--- config.mk ---
export PLATFORM = sky130hd
export DESIGN_NAME = sys_cmd_ctrl_mc
export DESIGN_NICKNAME = d
export VERILOG_FILES = /design/src/rtl/sys_ctrl_pkg.sv /design/src/rtl/sys_cmd_timeout.sv /design/src/rtl/sys_cmd_ctrl_mc.sv
export SDC_FILE = /design/constraint.sdc
export NUM_CORES = 1
export LEC_CHECK = 0
export ABC_AREA = 1
export CAP_MARGIN = 20
export CORE_UTILIZATION = 51
export CTS_BUF_LIST = sky130_fd_sc_hd__clkbuf_16
export DETAILED_ROUTE_END_ITERATION = 10
export PLACE_DENSITY = 0.91
export SKIP_CTS_REPAIR_TIMING = 1
export SLEW_MARGIN = 20
export SYNTH_ARGS = -nofsm -noshare
export SYNTH_HDL_FRONTEND = slang
export SYNTH_HIERARCHICAL = 1
export SYNTH_SLANG_ARGS = --single-unit
--- constraint.sdc ---
create_clock -name clk -period 6.3 [get_ports clk]
set_clock_uncertainty 0.15 [all_clocks]
set_input_delay 1.89 -clock clk [delete_from_list [all_inputs] [get_ports clk]]
set_output_delay 1.89 -clock clk [all_outputs]
set_load 0.02 [all_outputs]
--- src/rtl/sys_ctrl_pkg.sv ---
// Shared definitions for the system controller command path: opcodes and FSM states.
// Also used by the TX controller.
package sys_ctrl_pkg;

    localparam int unsigned OP_WIDTH = 8;

    localparam logic [OP_WIDTH-1:0] OP_WRITE = 8'hAA;
    localparam logic [OP_WIDTH-1:0] OP_READ  = 8'hBB;
    localparam logic [OP_WIDTH-1:0] OP_ALU   = 8'hCC;
    localparam logic [OP_WIDTH-1:0] OP_NOP   = 8'hDD;
    localparam logic [OP_WIDTH-1:0] OP_BURST = 8'hEE;

    typedef enum logic [3:0] {
        S_IDLE     = 4'd0,
        S_WR_ADDR  = 4'd1,
        S_WR_DATA  = 4'd2,
        S_RD_ADDR  = 4'd3,
        S_RD_WAIT  = 4'd4,
        S_OPA      = 4'd5,
        S_OPB      = 4'd6,
        S_FUN      = 4'd7,
        S_ALU_WAIT = 4'd8,
        S_BW_ADDR  = 4'd9,
        S_BW_CNT   = 4'd10,
        S_BW_DATA  = 4'd11,
        S_RESP     = 4'd12
    } state_e;

endpackage

--- src/rtl/sys_cmd_timeout.sv ---
// Inactivity watchdog: reloads on clear or while idle, counts down while running,
// and flags expiry once TIMEOUT_CYCLES cycles have passed since the last reload.
module sys_cmd_timeout #(
    parameter int unsigned TIMEOUT_CYCLES = 1024
) (
    input  logic clk,
    input  logic rst,
    input  logic clear,
    input  logic run,
    output logic expire_c
);

    localparam int unsigned CNT_WIDTH = $clog2(TIMEOUT_CYCLES);
    localparam logic [CNT_WIDTH-1:0] LOAD = CNT_WIDTH'(TIMEOUT_CYCLES - 1);

    logic [CNT_WIDTH-1:0] count;

    always_ff @(posedge clk or negedge rst) begin
        if (!rst) begin
            count <= LOAD;
        end else if (clear || !run) begin
            count <= LOAD;
        end else if (count != '0) begin
            count <= count - CNT_WIDTH'(1);
        end
    end

    // Zero is reached in the TIMEOUT_CYCLES-th cycle after reload.
    assign expire_c = run && (count == '0);

endmodule

--- src/rtl/sys_cmd_ctrl_mc.sv ---
// UART command decoder for the system controller: parses rx frames, drives the
// register file and ALU, and returns read/ALU results over a ready/valid channel.
module sys_cmd_ctrl_mc
    import sys_ctrl_pkg::*;
#(
    parameter int unsigned DATA_WIDTH     = 8,
    parameter int unsigned ADDR_WIDTH     = 4,
    parameter int unsigned FUN_WIDTH      = 4,
    parameter int unsigned OPA_ADDR       = 0,
    parameter int unsigned OPB_ADDR       = 1,
    parameter int unsigned TIMEOUT_CYCLES = 1024
) (
    input  logic                    clk,
    input  logic                    rst,
    input  logic [DATA_WIDTH-1:0]   rx_data,
    input  logic                    rx_valid,
    input  logic [DATA_WIDTH-1:0]   rd_data,
    input  logic                    rd_valid,
    input  logic [2*DATA_WIDTH-1:0] alu_out,
    input  logic                    alu_valid,
    output logic                    reg_wr_en,
    output logic                    reg_rd_en,
    output logic [ADDR_WIDTH-1:0]   reg_addr,
    output logic [DATA_WIDTH-1:0]   reg_wr_data,
    output logic                    alu_en,
    output logic [FUN_WIDTH-1:0]    alu_fun,
    output logic                    clk_gate_en,
    output logic [2*DATA_WIDTH-1:0] resp_data,
    output logic                    resp_two,
    output logic                    resp_valid,
    input  logic                    resp_ready,
    output logic                    busy,
    output logic                    cmd_err,
    output logic                    timeout_err,
    output logic                    overrun_err
);

    state_e state, state_d;

    logic [ADDR_WIDTH-1:0]   addr_q, addr_d;
    logic [DATA_WIDTH-1:0]   cnt_q, cnt_d;
    logic                    reg_wr_en_d, reg_rd_en_d, alu_en_d, clk_gate_en_d;
    logic [ADDR_WIDTH-1:0]   reg_addr_d;
    logic [DATA_WIDTH-1:0]   reg_wr_data_d;
    logic [FUN_WIDTH-1:0]    alu_fun_d;
    logic [2*DATA_WIDTH-1:0] resp_data_d;
    logic                    resp_two_d, resp_valid_d, busy_d;
    logic                    cmd_err_d, timeout_err_d, overrun_err_d;

    logic collecting_c, waiting_c, to_run_c, to_clear_c, to_expire_c;

    assign collecting_c = state inside {S_WR_ADDR, S_WR_DATA, S_RD_ADDR, S_OPA, S_OPB,
                                        S_FUN, S_BW_ADDR, S_BW_CNT, S_BW_DATA};
    assign waiting_c    = state inside {S_RD_WAIT, S_ALU_WAIT};
    assign to_run_c     = collecting_c || waiting_c;
    assign to_clear_c   = (rx_valid && collecting_c) || (state_d != state);

    sys_cmd_timeout #(
        .TIMEOUT_CYCLES (TIMEOUT_CYCLES)
    ) u_timeout (
        .clk      (clk),
        .rst      (rst),
        .clear    (to_clear_c),
        .run      (to_run_c),
        .expire_c (to_expire_c)
    );

    // State and all registered outputs.
    always_ff @(posedge clk or negedge rst) begin
        if (!rst) begin
            state       <= S_IDLE;
            addr_q      <= '0;
            cnt_q       <= '0;
            reg_wr_en   <= 1'b0;
            reg_rd_en   <= 1'b0;
            reg_addr    <= '0;
            reg_wr_data <= '0;
            alu_en      <= 1'b0;
            alu_fun     <= '0;
            clk_gate_en <= 1'b0;
            resp_data   <= '0;
            resp_two    <= 1'b0;
            resp_valid  <= 1'b0;
            busy        <= 1'b0;
            cmd_err     <= 1'b0;
            timeout_err <= 1'b0;
            overrun_err <= 1'b0;
        end else begin
            state       <= state_d;
            addr_q      <= addr_d;
            cnt_q       <= cnt_d;
            reg_wr_en   <= reg_wr_en_d;
            reg_rd_en   <= reg_rd_en_d;
            reg_addr    <= reg_addr_d;
            reg_wr_data <= reg_wr_data_d;
            alu_en      <= alu_en_d;
            alu_fun     <= alu_fun_d;
            clk_gate_en <= clk_gate_en_d;
            resp_data   <= resp_data_d;
            resp_two    <= resp_two_d;
            resp_valid  <= resp_valid_d;
            busy        <= busy_d;
            cmd_err     <= cmd_err_d;
            timeout_err <= timeout_err_d;
            overrun_err <= overrun_err_d;
        end
    end

    // Next state and next output values.
    always_comb begin
        state_d       = state;
        addr_d        = addr_q;
        cnt_d         = cnt_q;
        reg_wr_en_d   = 1'b0;
        reg_addr_d    = reg_addr;
        reg_wr_data_d = reg_wr_data;
        alu_en_d      = 1'b0;
        alu_fun_d     = alu_fun;
        resp_data_d   = resp_data;
        resp_two_d    = resp_two;
        cmd_err_d     = 1'b0;
        timeout_err_d = 1'b0;
        overrun_err_d = 1'b0;

        case (state)
            S_IDLE: begin
                if (rx_valid) begin
                    case (rx_data)
                        DATA_WIDTH'(OP_WRITE): state_d = S_WR_ADDR;
                        DATA_WIDTH'(OP_READ):  state_d = S_RD_ADDR;
                        DATA_WIDTH'(OP_ALU):   state_d = S_OPA;
                        DATA_WIDTH'(OP_NOP):   state_d = S_FUN;
                        DATA_WIDTH'(OP_BURST): state_d = S_BW_ADDR;
                        default:               cmd_err_d = 1'b1;
                    endcase
                end
            end
            S_WR_ADDR, S_BW_ADDR: begin
                if (rx_valid) begin
                    addr_d  = rx_data[ADDR_WIDTH-1:0];
                    state_d = (state == S_WR_ADDR) ? S_WR_DATA : S_BW_CNT;
                end
            end
            S_WR_DATA, S_OPA, S_OPB: begin
                if (rx_valid) begin
                    reg_wr_en_d   = 1'b1;
                    reg_wr_data_d = rx_data;
                    if (state == S_WR_DATA) begin
                        reg_addr_d = addr_q;
                        state_d    = S_IDLE;
                    end else if (state == S_OPA) begin
                        reg_addr_d = ADDR_WIDTH'(OPA_ADDR);
                        state_d    = S_OPB;
                    end else begin
                        reg_addr_d = ADDR_WIDTH'(OPB_ADDR);
                        state_d    = S_FUN;
                    end
                end
            end
            S_RD_ADDR: begin
                if (rx_valid) begin
                    reg_addr_d = rx_data[ADDR_WIDTH-1:0];
                    state_d    = S_RD_WAIT;
                end
            end
            S_RD_WAIT: begin
                if (rd_valid) begin
                    resp_data_d = {{DATA_WIDTH{1'b0}}, rd_data};
                    resp_two_d  = 1'b0;
                    state_d     = S_RESP;
                end
            end
            S_FUN: begin
                if (rx_valid) begin
                    alu_en_d  = 1'b1;
                    alu_fun_d = rx_data[FUN_WIDTH-1:0];
                    state_d   = S_ALU_WAIT;
                end
            end
            S_ALU_WAIT: begin
                if (alu_valid) begin
                    resp_data_d = alu_out;
                    resp_two_d  = 1'b1;
                    state_d     = S_RESP;
                end
            end
            S_BW_CNT: begin
                if (rx_valid) begin
                    cnt_d   = rx_data;
                    state_d = (rx_data == '0) ? S_IDLE : S_BW_DATA;
                end
            end
            S_BW_DATA: begin
                if (rx_valid) begin
                    reg_wr_en_d   = 1'b1;
                    reg_addr_d    = addr_q;
                    reg_wr_data_d = rx_data;
                    addr_d        = addr_q + ADDR_WIDTH'(1);
                    cnt_d         = cnt_q - DATA_WIDTH'(1);
                    if (cnt_q == DATA_WIDTH'(1)) begin
                        state_d = S_IDLE;
                    end
                end
            end
            S_RESP: begin
                if (resp_ready) begin
                    state_d = S_IDLE;
                end
            end
            default: state_d = S_IDLE;
        endcase

        // An accepted final byte has already moved state_d on; expiry only aborts a stalled frame.
        if (to_expire_c && (state_d == state) && !(rx_valid && collecting_c)) begin
            state_d       = S_IDLE;
            timeout_err_d = 1'b1;
        end

        if (rx_valid && (waiting_c || state == S_RESP)) begin
            overrun_err_d = 1'b1;
        end
    end

    assign reg_rd_en_d   = (state_d == S_RD_WAIT);
    assign clk_gate_en_d = (state_d == S_FUN) || (state_d == S_ALU_WAIT);
    assign resp_valid_d  = (state_d == S_RESP);
    assign busy_d        = (state_d != S_IDLE);

endmodule

==> results of run 1 <==
through the flow:
step / hold slack, ns / setup slack [ns]
floorplan: 0.317 / 2.42
global placement: 0.316 / 1.23
detailed placement: 0.326 / 1.07
CTS: 0.343 / 1.40
global route: 0.366 / 0.964
finish: 0.341 / 1.33
metal layers:
metal	wire length [um]	vias to the layer above	part of all wire (%)	track usage, %
li1	-	1828	-	-
met1	4120	1806	41	31.2
met2	4990	167	50	43.1
met3	619	36	6.2	5.53
met4	297	0	3.0	13.0
met5	0	-	0	0
worst reg2reg max path, delay by kind of cell (launching register included):
| kind | cells | cell delay, ns |
|---|---|---|
| buf+inv | 4 | 0.36 |
| simple gates | 14 | 1.75 |
| flops | 1 | 0.71 |
| compound gates | 1 | 0.21 |
logic make-up after synthesis:
| group | count (synthesis) |
|---|---|
| flops | 68 |
| buf+inv | 84 |
| fa+ha+maj | 4 |
| simple gates | 278 |
| compound gates | 79 |
| xor+xnor | 3 |
state kept, by name, indices dropped and copies added (netlist names):
name / flops
resp_data: 16
alu_en: 1
addr_q: 4
cnt_q: 8
reg_addr: 4
reg_wr_data: 8
overrun_err: 1
timeout_err: 1
reg_wr_en: 1
cmd_err: 1
resp_valid: 1
resp_two: 1
clk_gate_en: 1
alu_fun: 4
busy: 1
reg_rd_en: 1
u_timeout/count: 10
state: 4
cell usage after synthesis, types with 5 or more instances:
cell type,instances
nand2_4,8
nand3_2,7
dfrtp_1,58
dfstp_2,10
a31oi_1,10
nand2_1,120
nor2_4,7
o21ai_0,42
nand2_2,9
nand3_1,41
inv_2,14
nand4_1,9
nor2_2,8
nor2_1,54
a21oi_1,16
nor3_1,5
inv_1,55
report_power, final:
part | total, W | internal (W) | switching [W] | leakage, nW
Clock | 0.000507 | 0.000308 | 0.000199 | 0.150
Sequential | 0.000666 | 0.000568 | 0.0000976 | 0.842
Combinational | 0.000891 | 0.000354 | 0.000537 | 1.52
Total | 0.00206 | 0.00123 | 0.000833 | 2.51
final cells by class:
class	count	area share, %
Sequential cell	68	33.1
Clock buffer	9	4.35
Multi-Input combinational cell	364	37.9
Timing Repair Buffer	80	15.3
Inverter	72	5.37
Clock inverter	7	1.45
Tap cell	102	2.47
worst max path at each step:
stage	from	to	slack, ns	depth (start not counted)
after floorplan	rx_data[7]	u_timeout/count[4]	2.42	20
after CTS	rx_valid	u_timeout/count[3]	1.40	22
after detailed placement	rx_valid	u_timeout/count[3]	1.07	22
after global placement	rx_valid	u_timeout/count[1]	1.23	22
final	rx_valid	u_timeout/count[3]	1.33	22
after global routing	rx_valid	u_timeout/count[3]	0.96	22
placed cells by master (no fill, tap or decap), types with 9 or more instances in the layout:
master,n
a21oi_1,16
nand2_1,120
nor2_1,54
inv_2,14
clkdlybuf4s50_1,78
nand4_1,9
dfstp_2,10
inv_1,55
a31oi_1,10
nand2_2,9
clkbuf_16,9
o21ai_0,42
nand3_1,41
dfrtp_1,58
==> summary.md, run 1 <==
| Metric | Value |
|---|---|
| Status | finished clean |
| Syn Nets | approximately 560 |
| Largest net degree at the start of global routing | 69 |
| Final Cell Area | between 5000 and 6000 um2 |
| Kind of start point of the critical path | input port |
| Mapped Area | 4040 um2 |
| Syn Area/Cell | 7.82 um2 |
| PD cells | about 400 nW/um2 |
| Synth Area in Compound Gates | between 10% and 20% |
| Final Hold Fails | 0 |
| Final period util | 78.8% |
| Fillcell total | approximately 630 |
| DP Wirelength | slightly above 7000 um |
| CTS Buf Count | 9 |
| Worst reg2reg setup slack | 3.04 ns |
| CP required | between 6 and 7 ns |
| Slew @ Worst Pin | approximately 0.90 ns |
| Syn Inst Count | about 520 |
| DRT iter0 DRCs | 235 |
| Synth Area in XOR/XNOR | 0.651% |
| Reg2reg end | u_timeout/count[3] |
| Placeable Area | 7690 um2 |
| Max-cap viol count | 0 |
| GR Overflow Total | 0 |
| Antenna Nets Post-Route | 0 |
| Max-slew violations | 0 |
| FF+latch area | 1710 um2 |
| Share of cells above drive strength 1 | between 10% and 20% |
| Die Span X | approximately 90 um |
| TritonRoute pass-1 iters | 5 |
| CP Buf/Inv Count | 5 |
| CP delay by family, top | simple AND/OR/NAND/NOR gates |
| Multi-input logic area | 1960 um2 |
| Max stage delay on crit path | 0.83 ns |
| Simple-gate area share of the yosys netlist | 36.0% |
| Hold Path Sink | alu_fun[0] |
| DP Area | between 4000 and 5000 um2 |
| DR WL/cell | about 14 um |
| GPL Wtd Cong | roughly 0.97 |
| Drt total wl | between 10000 and 15000 um |
| Syn-to-layout area delta | 28.2% |
| Finish-stage setup viols | 0 |
| Critical Path End Type | flop |
| Initial antenna violation count | 0 |
| First-pass GRT wire length | roughly 17000 um |
| CP Class | input port to flop |
| Total power | 0.00206 W |
| Critical Path Fanout Max | 12 |
| Post-synthesis mux area share | 0% |
| Worst IR Drop VDD | roughly 0.2 mV |
| Maximum clock path buffer count | 2 |
| Cells on Worst Hold Path | 2 |
| Min-delay src | alu_fun[0] |
| Worst reg2reg path startpoint | state[3] |
| Antenna Cells | 0 |
| Yosys warns | 6 |
| DR vias/cell | approximately 5.5 |
| CTS Root Buffer Type | clkbuf_16 |
| Placed instance count | approximately 690 |
| Primary FF master, synth | dfrtp_1 |
| Main combinational cell family by area after synthesis | simple AND/OR/NAND/NOR gates |
| Synth area leaders | dfrtp_1 36%, nand2_1 11%, dfstp_2 6.5% |
| Critical-path cell list | clkdlybuf4s50_1 -> inv_1 -> nor2_1 -> nand2_1 -> nor2_1 -> nor2_1 -> nor2_2 -> nand3_4 -> nand2_1 -> nand2_1 -> inv_2 -> nor2_4 -> nand2_4 -> nand2_1 -> nand2_1 -> nand2_1 -> inv_1 -> nand2_1 -> nor2_2 -> nand3_2 -> nand2_1 -> inv_1 |
| Synth Area in Adders | around 1.2% |
| Setup TNS | 0 ns |
| Critical path data arrival time | between 5 and 6 ns |
| Starting density of the core | a little over half |
| Die Ht | a little over 90 um |
| DIE AREA | 8270 um2 |
| Register area share after synthesis | a little over two fifths |
| DR vias | around 3.8k |
| Top-Level Pins | 80 |
| Vias in the first global route | ~3.8k |
| Area leader, netlist | dfrtp_1 |
| Reg2Reg Depth | 19 |
| Tmin final | approximately 5 ns |
| Number of flops mapped to enable cells by yosys | 0 |
| GRT Overall Usage | roughly 26% |
| CTS tree | done |
| Share of the synthesized area in the top cell type | between 30% and 40% |
| Clk sink count | around 70 |
| Hold Crit Class | flop to flop |
| Final #Nets | between 600 and 700 |
| CP max stage cell | clkdlybuf4s50_1 |
| Number of port buffers | 79 |
| Post-synth cell types | 39 |
| Post-layout util | 67.3% |
| Cell Rows | 32 |
| Leakage | approximately 2.5 nW |
| Post-synthesis register bit count | 68 |
| H-tree Lvls | 3 |
| Clk slew on worst S/H paths | 0.06 ns |
| Non-filler cells in the finished layout | 702 |
| Fmax achieved | between 0.2 and 0.25 GHz |
| RSZ-0062 raised after global routing | no |
| # DRC | 0 |
| Async set-or-reset flop fraction in the synthesized netlist | 100% |
| Cell mode on critical path | nand2_1 |
| Worst skew pair latency | ~0.34 ns |
| Worst slew margin | 40.2% |
Power figures use the tool's default switching activity.
==> inputs of run 2 (changes only) <==
--- a/config.mk
+++ b/config.mk
@@ -7,10 +7,10 @@
 export LEC_CHECK = 0
 export ABC_AREA = 1
 export CAP_MARGIN = 20
-export CORE_UTILIZATION = 51
+export CORE_UTILIZATION = 47
 export CTS_BUF_LIST = sky130_fd_sc_hd__clkbuf_16
 export DETAILED_ROUTE_END_ITERATION = 10
-export PLACE_DENSITY = 0.91
+export PLACE_DENSITY = 0.89
 export SKIP_CTS_REPAIR_TIMING = 1
 export SLEW_MARGIN = 20
 export SYNTH_ARGS = -nofsm -noshare
==> constraint.sdc (replaced) <==
create_clock -name clk -period 4 [get_ports clk]
set_clock_uncertainty 0.15 [all_clocks]
set_input_delay 1.2 -clock clk [delete_from_list [all_inputs] [get_ports clk]]
set_output_delay 1.2 -clock clk [all_outputs]
set_load 0.02 [all_outputs]
==> summary.md, run 2 (synthesis gave the netlist of run 1 again) <==
| Metric | Value |
|---|---|
| CTS Buf Count | 9 (unchanged) |
| Status | finished clean |
| Non-filler cells in the finished layout | 713 (+1.6%) |
| Critical Path Start | rx_data[2] |
| Hold Crit Class | flop to flop |
| Die Ht | 94.7 um (+4.1%) |
| Fillcell total | 702 (+12%) |
| CP Class | input port to flop |
| Pre-CTS worst setup slack | -0.0292 ns (-1.10 ns) |
| Syn-to-layout area delta | 30.7% |
| Final Hold Fails | 0 (unchanged) |
| Post-layout util | 63.9% (-3.4 points) |
| Final #Nets | 645 (+1.3%) |
| Worst reg2reg path startpoint | state[3] |
| DIE AREA | 8960 um2 (+8.3%) |
| CTS Root Buffer Type | clkbuf_16 |
| DR WL/cell | 13.9 um (-2.4%) |
| FF+latch area | 1710 um2 (unchanged) |
| Critical Path End Type | flop |
| Cell Rows | 33 (+3.1%) |
| Top reg by flops | resp_data |
| GR Overflow Total | 0 (unchanged) |
| Final period util | about 93% |
| DR vias | 3786 (-1.3%) |
| Critical Path Fanout Max | 12 (unchanged) |
| CP required | 4.10 ns (-2.32 ns) |
| Final setup margin | 0.261 ns (-1.07 ns) |
| Cell mode on critical path | nand2_1 |
| Antenna Nets Post-Route | 0 (unchanged) |
| Top-Level Pins | 80 (unchanged) |
| RSZ-0062 raised after global routing | no |
| Max stage delay on crit path | 0.56 ns (-0.27 ns) |
| H-tree Lvls | 3 (unchanged) |
| Min-delay src | reg_addr[3] |
| GRT Overall Usage | 24.6% (-1.1 points) |
| First-pass GRT wire length | 17100 um (+1.2%) |
| Initial antenna violation count | 0 (unchanged) |
| DP Area | 4950 um2 (+1.6%) |
| Max-cap viol count | 0 (unchanged) |
| Number of port buffers | 79 (unchanged) |
| Die Span X | 94.7 um (+4.1%) |
| Largest register FFs | 16 (unchanged) |
| Kind of start point of the critical path | input port |
| Placed instance count | 697 (+1.6%) |
| Largest regs | resp_data x16, u_timeout/count x10 |
| Tmin final | 3.74 ns |
| Most common cell after layout, fill and taps aside | nand2_1 |
| Clk sink count | 68 (unchanged) |
| Multi-input logic area | 1960 um2 (unchanged) |
| Placeable Area | 8260 um2 (+7.4%) |
| DP Wirelength | 7580 um (+7.7%) |
| Fmax achieved | roughly 0.27 GHz |
| Drt total wl | 9930 um (-0.92%) |
| TritonRoute pass-1 iters | 5 (unchanged) |
| Final Cell Area | 5280 um2 (+1.9%) |
| Finish-stage setup viols | 0 (unchanged) |
| Maximum clock path buffer count | 2 (unchanged) |
| Most frequent cells in the layout | 120 x nand2_1, 78 x clkdlybuf4s50_1, 58 x dfrtp_1, 55 x inv_1, 54 x nor2_1 |
| Max-slew violations | 0 (unchanged) |
| Final Hold Slack | 0.342 ns (+0.000389 ns) |
| Share of cells above drive strength 1 | 17.1% (+1.1 points) |
| Worst slew margin | 61.1% (+21 points) |
| Worst skew pair latency | 0.33 ns (about the same) |
| Critical path data arrival time | 3.84 ns (-1.25 ns) |
| GPL Wtd Cong | 0.910 (-6.3%) |
| Clk slew on worst S/H paths | 0.06 ns (about the same) |
| Worst IR Drop VDD | 0.358 mV (+79%) |
| Slew @ Worst Pin | 0.583 ns (-0.313 ns) |
| Leakage | 2.56 nW (+2.0%) |
| Vias in the first global route | 3668 (-3.1%) |
| CTS tree | done |
| # DRC | 0 (unchanged) |
| Largest net degree at the start of global routing | 40 (-42%) |
| Antenna Cells | 0 (unchanged) |
| CP max stage cell | clkdlybuf4s50_1 |
| Starting density of the core | 48.9% (-3.6 points) |
| DRT iter0 DRCs | 238 (+1.3%) |
| DR vias/cell | 5.31 (-2.9%) |
| Critical-path cell list | clkdlybuf4s50_1 -> nand2_1 -> nor2_1 -> nand3_1 -> nand3_1 -> nand3_1 -> nand3_2 -> nand2_1 -> nand2_2 -> nor2_4 -> nand2_4 -> nand2_1 -> nand2_1 -> nand2_1 -> inv_1 -> nand2_1 -> nor2_2 -> buf_12 -> a21boi_1 -> nand2_1 |
| PD cells | 636 nW/um2 (+60%) |
[run 2: cell count changes in the layout (fill, tap and decap cells not counted)]
cell / before / now
buf_4: 1 / 8
clkinv_2: 2 / 1
bufinv_16: 1 / 2
buf_12: 0 / 1
clkinvlp_4: 0 / 1
clkinv_4: 3 / 2
[run 2: per-layer routing]
metal,track usage [%],part of all wire (%)
met1,29.9,41
met2,42.7,51
met3,5.07,5.7
met4,9.47,2.2
met5,0,0
[run 2: cell type report]
| class | instances | share of cell area (%) |
|---|---|---|
| multi-input cells | 364 | 37.2 |
| flip-flops and latches | 68 | 32.5 |
| repair buffers | 88 | 16.4 |
| inverters | 72 | 5.27 |
| clock buffers | 9 | 4.27 |
| well taps | 105 | 2.49 |
| clock inverters | 7 | 1.87 |
[run 2: metrics by stage]
step | total power, W | TNS, ns
after floorplan | 0.00197 | 0
after global placement | 0.00246 | 0
after detailed placement | 0.00251 | -0.0292
after CTS | 0.00338 | 0
after global routing | 0.00358 | 0
final | 0.00336 | 0
[run 2: critical path, delay by kind of cell]
kind,cells,cell delay (ns)
buffers and inverters,3,0.74
AOI/OAI and AO/OA,1,0.17
and+or+nand+nor,16,1.71
[run 2: worst paths after layout]
check | end | slack [ns] | cells past startpoint
setup / recovery | u_timeout/count[7] | 0.26 | 20
setup reg to reg | u_timeout/count[7] | 0.94 | 19
hold reg to reg | reg_addr[3] | 0.34 | 2
hold / removal | reg_addr[3] | 0.34 | 2
min in group asynchronous | resp_data[12] | 0.51 | 1
max in group asynchronous | reg_wr_data[7] | 2.56 | 2
[run 2: power by group]
group | internal, W | switching [W] | total [W]
clock network | 0.000548 | 0.000297 | 0.000845
registers | 0.000895 | 0.000154 | 0.00105
logic | 0.000599 | 0.000864 | 0.00146
total | 0.00204 | 0.00131 | 0.00336
